--- src/rtl/alu_share_arbiter_if.sv ---
// Request/response bundle between NUM_REQ requesters and the shared ALU arbiter.
//  master : requester/consumer side (drives requests, takes results)
//  slave  : arbiter side (grants requests, presents the result slot)
//  req_valid/req_ready : per-requester handshake, one bit per requester
//  req_a/req_b         : packed operands, requester i in [i*DATA_W +: DATA_W]
//  req_ctrl            : packed 3-bit ALU codes, requester i in [i*3 +: 3]
//  rsp_valid/rsp_ready : result slot handshake
//  rsp_data/rsp_id     : registered result and owning requester index
interface alu_share_arbiter_if #(
    parameter int unsigned NUM_REQ = 2,
    parameter int unsigned DATA_W  = 32
);
    localparam int unsigned ID_W   = (NUM_REQ > 2) ? $clog2(NUM_REQ) : 1;
    localparam int unsigned CTRL_W = 3;

    logic [NUM_REQ-1:0]        req_valid;
    logic [NUM_REQ-1:0]        req_ready;
    logic [NUM_REQ*DATA_W-1:0] req_a;
    logic [NUM_REQ*DATA_W-1:0] req_b;
    logic [NUM_REQ*CTRL_W-1:0] req_ctrl;
    logic                      rsp_valid;
    logic                      rsp_ready;
    logic [DATA_W-1:0]         rsp_data;
    logic [ID_W-1:0]           rsp_id;

    modport master (
        output req_valid, req_a, req_b, req_ctrl, rsp_ready,
        input  req_ready, rsp_valid, rsp_data, rsp_id
    );

    modport slave (
        input  req_valid, req_a, req_b, req_ctrl, rsp_ready,
        output req_ready, rsp_valid, rsp_data, rsp_id
    );
endinterface

--- src/rtl/alu_share_arbiter.sv ---
// Round-robin arbiter sharing one combinational ALU between NUM_REQ requesters.
// The granted request is executed in the accept cycle and its result is
// registered into a single-entry output slot tagged with the requester index.
//  clock : rising-edge system clock
//  reset : asynchronous active-low reset
//  bus   : request ports and result slot (slave side of alu_share_arbiter_if)
module alu_share_arbiter #(
    parameter int unsigned NUM_REQ = 2,
    parameter int unsigned DATA_W  = 32
) (
    input  logic               clock,
    input  logic               reset,
    alu_share_arbiter_if.slave bus
);
    localparam int unsigned ID_W    = (NUM_REQ > 2) ? $clog2(NUM_REQ) : 1;
    localparam int unsigned CTRL_W  = 3;
    localparam int unsigned SHAMT_W = 5;

    logic [DATA_W-1:0] rsp_data_q;
    logic [ID_W-1:0]   rsp_id_q;
    logic              rsp_valid_q;
    logic [ID_W-1:0]   rr_ptr;

    logic [DATA_W-1:0] a_arr    [NUM_REQ];
    logic [DATA_W-1:0] b_arr    [NUM_REQ];
    logic [CTRL_W-1:0] ctrl_arr [NUM_REQ];

    logic              grant_found;
    logic [ID_W-1:0]   grant_idx;
    logic [ID_W-1:0]   next_ptr;
    int unsigned       idx;
    logic              slot_free_c;
    logic              accept_c;
    logic [NUM_REQ-1:0] req_ready_c;
    logic [DATA_W-1:0] a_sel;
    logic [DATA_W-1:0] b_sel;
    logic [CTRL_W-1:0] ctrl_sel;
    logic [DATA_W-1:0] b_eff;
    logic [DATA_W-1:0] alu_res;

    // Unpack the flat request buses into per-requester fields
    always_comb begin
        for (int unsigned i = 0; i < NUM_REQ; i++) begin
            a_arr[i]    = bus.req_a[i*DATA_W +: DATA_W];
            b_arr[i]    = bus.req_b[i*DATA_W +: DATA_W];
            ctrl_arr[i] = bus.req_ctrl[i*CTRL_W +: CTRL_W];
        end
    end

    // First valid requester at or after rr_ptr, wrapping
    always_comb begin
        grant_found = 1'b0;
        grant_idx   = '0;
        idx         = 0;
        for (int unsigned i = 0; i < NUM_REQ; i++) begin
            idx = 32'(rr_ptr) + i;
            if (idx >= NUM_REQ) begin
                idx = idx - NUM_REQ;
            end
            if (!grant_found && bus.req_valid[ID_W'(idx)]) begin
                grant_found = 1'b1;
                grant_idx   = ID_W'(idx);
            end
        end
    end

    // Reset gates ready so nothing is accepted while the slot is being cleared
    assign slot_free_c = !rsp_valid_q || bus.rsp_ready;
    assign accept_c    = reset && grant_found && slot_free_c;

    always_comb begin
        req_ready_c = '0;
        if (accept_c) begin
            req_ready_c[grant_idx] = 1'b1;
        end
    end

    assign next_ptr = (grant_idx == ID_W'(NUM_REQ - 1)) ? '0 : grant_idx + ID_W'(1);

    assign a_sel    = a_arr[grant_idx];
    assign b_sel    = b_arr[grant_idx];
    assign ctrl_sel = ctrl_arr[grant_idx];

    // Shift codes only use the low five bits of operand B
    always_comb begin
        b_eff = b_sel;
        case (ctrl_sel)
            3'b001, 3'b011, 3'b101: b_eff = DATA_W'(b_sel[SHAMT_W-1:0]);
            default:                b_eff = b_sel;
        endcase
    end

    // Shared ALU; the unlisted code 010 is subtract
    always_comb begin
        alu_res = '0;
        case (ctrl_sel)
            3'b000:         alu_res = a_sel + b_eff;
            3'b001, 3'b011: alu_res = a_sel << b_eff;
            3'b101:         alu_res = a_sel >> b_eff;
            3'b100:         alu_res = a_sel ^ b_eff;
            3'b110:         alu_res = a_sel | b_eff;
            3'b111:         alu_res = a_sel & b_eff;
            default:        alu_res = a_sel - b_eff;
        endcase
    end

    // Result slot: load on accept, drain when taken without a reload
    always_ff @(posedge clock or negedge reset) begin
        if (!reset) begin
            rsp_valid_q <= 1'b0;
            rsp_data_q  <= '0;
            rsp_id_q    <= '0;
            rr_ptr      <= '0;
        end else if (accept_c) begin
            rsp_valid_q <= 1'b1;
            rsp_data_q  <= alu_res;
            rsp_id_q    <= grant_idx;
            rr_ptr      <= next_ptr;
        end else if (bus.rsp_ready) begin
            rsp_valid_q <= 1'b0;
        end
    end

    assign bus.req_ready = req_ready_c;
    assign bus.rsp_valid = rsp_valid_q;
    assign bus.rsp_data  = rsp_data_q;
    assign bus.rsp_id    = rsp_id_q;
endmodule

--- src/flat_wrapper.sv ---
// flat-port wrapper written by rule: the top's interface ports become plain ports
module alu_share_arbiter_flat 
#(
    parameter int unsigned NUM_REQ = 2,
    parameter int unsigned DATA_W  = 32
)
  (clock, reset, bus_req_valid, bus_req_a, bus_req_b, bus_req_ctrl, bus_rsp_ready, bus_req_ready, bus_rsp_valid, bus_rsp_data, bus_rsp_id);
  alu_share_arbiter_if #(.NUM_REQ(NUM_REQ), .DATA_W(DATA_W)) bus_i ();
  input  logic clock;
  input  logic reset;
  input wire logic [$bits(bus_i.req_valid)-1:0] bus_req_valid;
  input wire logic [$bits(bus_i.req_a)-1:0] bus_req_a;
  input wire logic [$bits(bus_i.req_b)-1:0] bus_req_b;
  input wire logic [$bits(bus_i.req_ctrl)-1:0] bus_req_ctrl;
  input wire logic [$bits(bus_i.rsp_ready)-1:0] bus_rsp_ready;
  output wire logic [$bits(bus_i.req_ready)-1:0] bus_req_ready;
  output wire logic [$bits(bus_i.rsp_valid)-1:0] bus_rsp_valid;
  output wire logic [$bits(bus_i.rsp_data)-1:0] bus_rsp_data;
  output wire logic [$bits(bus_i.rsp_id)-1:0] bus_rsp_id;
  assign bus_i.req_valid = bus_req_valid;
  assign bus_i.req_a = bus_req_a;
  assign bus_i.req_b = bus_req_b;
  assign bus_i.req_ctrl = bus_req_ctrl;
  assign bus_i.rsp_ready = bus_rsp_ready;
  assign bus_req_ready = bus_i.req_ready;
  assign bus_rsp_valid = bus_i.rsp_valid;
  assign bus_rsp_data = bus_i.rsp_data;
  assign bus_rsp_id = bus_i.rsp_id;
  alu_share_arbiter #(.NUM_REQ(NUM_REQ), .DATA_W(DATA_W)) u_core (.clock(clock), .reset(reset), .bus(bus_i));
endmodule
--- config.mk ---
export PLATFORM = sky130hd
export DESIGN_NAME = alu_share_arbiter_flat
export DESIGN_NICKNAME = d
export VERILOG_FILES = /design/src/rtl/alu_share_arbiter_if.sv /design/src/rtl/alu_share_arbiter.sv /design/src/flat_wrapper.sv
export SDC_FILE = /design/constraint.sdc
export NUM_CORES = 1
export LEC_CHECK = 0
export BUFFER_PORTS_ARGS = -buffer_cell sky130_fd_sc_hd__buf_2
export CAP_MARGIN = 20
export CORE_MARGIN = 2
export CORE_UTILIZATION = 55
export DETAILED_ROUTE_END_ITERATION = 7
export PLACE_DENSITY = 0.79
export REMOVE_ABC_BUFFERS = 1
export SKIP_CTS_REPAIR_TIMING = 1
export SYNTH_ARGS = -nofsm -noshare
export SYNTH_HDL_FRONTEND = slang
export SYNTH_SLANG_ARGS = --single-unit
--- constraint.sdc ---
create_clock -name clock -period 5.7 [get_ports clock]
set_clock_uncertainty 0.1 [all_clocks]
set_input_delay 1.14 -clock clock [delete_from_list [all_inputs] [get_ports clock]]
set_output_delay 1.14 -clock clock [all_outputs]
set_load 0.03 [all_outputs]
==> flow_metrics.tcl <==
set metrics [dict create \
    status "complete, no violations" \
    timing.rr.start "u_core.rr_ptr$_DFFE_PN0P_" \
    core-area_um2 21090 \
    powerDensity_nw_per_um2 231.4 \
    instances_no_fill 2146 \
    pwr-share-comb_pct 78.3 \
    worstSetupPathType "in2reg" \
    setup_viol 0 \
    nNetsFinal 2112 \
    hold_viol_final 0 \
    leakagePower_nw 6.058 \
    grt_pass1_wl_um 79680 \
    slew_violations 0 \
    synth_seq_cells 35 \
    grt_pass1_vias 13660 \
    seq_power_share_pct 12.1 \
    wl_met2_um 22400 \
    grt_start_max_net_pins 76 \
    fin_tns_setup_ps 0 \
    end_kind "register" \
    cp_slowest_stage_delay_ps 530 \
    cts_max_path_buffers 2 \
    layout_common_cells "180 x nand2_1, 174 x buf_2, 155 x a21oi_1, 135 x nor2_1, 124 x o21ai_0" \
    insertion_delay_ps 280 \
    met1Wirelength_um 20780 \
    top_layer "met4" \
    final_common_cell "nand2_1" \
    critPathTopFamily "compound AO/OA/AOI/OAI gates" \
    clkTransAtPathRegs_ps 60 \
    synthDistinctLibCells 89 \
    drtIter0Drc 1893 \
    path_buf_inv 4 \
    area_delta_synth_final_pct 14.79 \
    swShare_pct 55.22 \
    cts.sinks 35 \
    vias 15050 \
    row_count 53 \
    detail_route.wl_per_cell_um 24.74 \
    overflow 0 \
    maxCapViolations 0 \
    cp-start-kind "input pin" \
    antenna_found_initial 0 \
    period_share_pct 94.69 \
    cp_data_arrival_time_ps 5470 \
    slew_headroom_pct 30.15 \
    grt_use_total_pct 45.64 \
    rrSetupSlack_ps 760 \
    die_x_um 150.8 \
    finalCriticalPeriod_ps 5397 \
    max_freq_mhz 185.3 \
    crit_end "u_core.bus.rsp_data[25]$_DFFE_PN0P_" \
    mappedNetlistArea_um2 11860 \
    worstPathMaxFanout 18 \
    ir_worst_vdd_uv 183.4 \
    worst_pin_slew_ps 1042 \
    switchingPower_mw 1.739 \
    cts_made_buffers 5 \
    rsz0062_at_grt "false" \
    critPathSlowestCell "a211oi_1" \
    r2r-end "u_core.bus.rsp_data[25]$_DFFE_PN0P_" \
    diodes 0 \
    dr_wl_met3_um 6678 \
    crit_chain "buf_2 -> nor2b_2 -> buf_4 -> or3_1 -> o211a_2 -> buf_4 -> buf_4 -> or3_1 -> a21oi_1 -> xnor2_1 -> ha_1 -> nand2_1 -> o21ai_0 -> o31ai_1 -> a211oi_1 -> nor3_1 -> a31oi_1 -> nor2_1 -> o32a_1" \
    finalWorstSetupSlack_ps 302.6 \
    wirelength_um 53090 \
    drtAntennaViolNets 0 \
    ios 175 \
    root_buffer "clkbuf_16" \
    vias_per_cell 7.013 \
    die_y_um 150.8 \
    drcViolationCount 0 \
    reg2reg_depth 19 \
    worstPathRequired_ps 5770 \
    crit_cells 19 \
    htreeDepth 2 \
    critPathLaunch "bus_req_valid[0]" \
    hold_depth 1 \
    synth.avg_cell_area_um2 6.970 \
    synth_flop_cell "dfrtp_1" \
    synth_edf_count 0 \
    start_util_pct 56.22 \
    dpl.hpwl_um 42350 \
    synth_seq_area_share_pct 7.388 \
    yosysWarnings 0 \
    place_inst 2137 \
    drive_gt1_share_pct 20.58 \
    p_int_mw 1.410 \
    synthArstFlopShare_pct 100.0 \
    dp_slack_ps 16.71 \
    portBuffers 174 \
    cts_tree "done" \
    cpMostUsedCell "buf_4" \
    power_frac_clock_pct 9.5 \
    min_path_type "reg2reg" \
    gp_congestion 1.116 \
    synthCells 1701 \
    die_area_um2 22750 \
    first_pass_iters 6 \
]
==> synth_stat cells (all sizes together) (43+ instances only) <==
library cell / number / share of area (%)
a21oi: 156 / 6.6
nor2: 140 / 4.5
clkbuf: 49 / 1.6
ha: 102 / 11
o21ai: 132 / 5.6
xnor2: 43 / 3.2
nand3: 63 / 2.7
inv: 75 / 2.4
mux2i: 123 / 10
buf: 79 / 3.4
nand2: 181 / 5.7
==> power groups by stage <==
stage / clock (mW) / sequential, mW / combinational (mW)
2_1_floorplan: 0 / 0.498 / 1.39
3_3_place_gp: 0 / 0.377 / 2.34
3_5_place_dp: 0 / 0.380 / 2.37
4_1_cts: 0.300 / 0.377 / 2.38
5_1_grt: 0.313 / 0.384 / 2.64
6_report: 0.300 / 0.382 / 2.47
==> routing by layer <==
| metal | track usage [%] | up-vias |
|---|---|---|
| met5 | 0 | - |
| met4 | 21.92 | 0 |
| met3 | 10.21 | 180 |
| met2 | 69.09 | 1046 |
| met1 | 61.37 | 7083 |
| li1 | - | 6741 |
==> cells by family (layout without fill, tap and decap cells) <==
logic type / Yosys count / after routing / share of synthesized area (%)
AO/OA/AOI/OAI: 607 / 607 / 34.56
multiplexers: 164 / 164 / 14.94
XOR/XNOR: 49 / 49 / 3.620
buffers and inverters: 203 / 373 / 7.367
adder cells (fa/ha/maj): 103 / 103 / 10.93
flip-flops: 35 / 35 / 7.388
AND/OR/NAND/NOR: 540 / 540 / 21.18
==> registers in the layout, summed over array words and instances, names as in the netlist <==
signal and flops:
u_core.rr_ptr 1, u_core.bus.rsp_data 32, u_core.bus.rsp_valid 1, u_core.bus.rsp_id 1
==> worst register-to-register path, stage by stage, from the launching register on <==
cell and delay, ps:
dfrtp_1 410, nand2b_2 390, a211oi_1 490, o221ai_2 280
nor4b_2 350, buf_4 200, and2_1 140, a21o_1 200
o21a_1 140, nor2_1 60, ha_1 330, nand2_1 70
o21ai_0 280, a41o_1 130, o31ai_1 80, a211oi_1 530
nor3_1 110, a31oi_1 160, nor2_1 60, o32a_1 340
==> cell type report <==
class                           count  area (um2)
Fill cell                        2034        7480
Multi-Input combinational cell   1463       10180
Timing Repair Buffer              290        1770
Clock buffer                        8       156.4
Tap cell                          275       344.1
Inverter                           75       281.5
Sequential cell                    35       875.8
==> worst min path at each step <==
stage	slack, ps	endpoint	from
floorplan	380	u_core.rr_ptr$_DFFE_PN0P_	u_core.rr_ptr$_DFFE_PN0P_
global placement	350	u_core.bus.rsp_id$_DFFE_PN0P_	u_core.bus.rsp_id$_DFFE_PN0P_
detailed placement	380	u_core.bus.rsp_id$_DFFE_PN0P_	u_core.bus.rsp_id$_DFFE_PN0P_
CTS	390	u_core.bus.rsp_id$_DFFE_PN0P_	u_core.bus.rsp_id$_DFFE_PN0P_
global route	410	u_core.bus.rsp_id$_DFFE_PN0P_	u_core.bus.rsp_id$_DFFE_PN0P_
finish	390	u_core.bus.rsp_id$_DFFE_PN0P_	u_core.bus.rsp_id$_DFFE_PN0P_
==> through the flow <==
stage	power, mW	hold WS, ps	instance area [um2]	utilization [%]
floorplan	1.888	380.3	11260	-
global placement	2.722	354.4	13420	63.62
detailed placement	2.752	377.8	13420	63.62
CTS	3.061	390.7	13570	64.36
global route	3.338	406.4	13610	64.53
finish	3.149	389.4	13610	64.53
(Power assumes the default switching activity.)
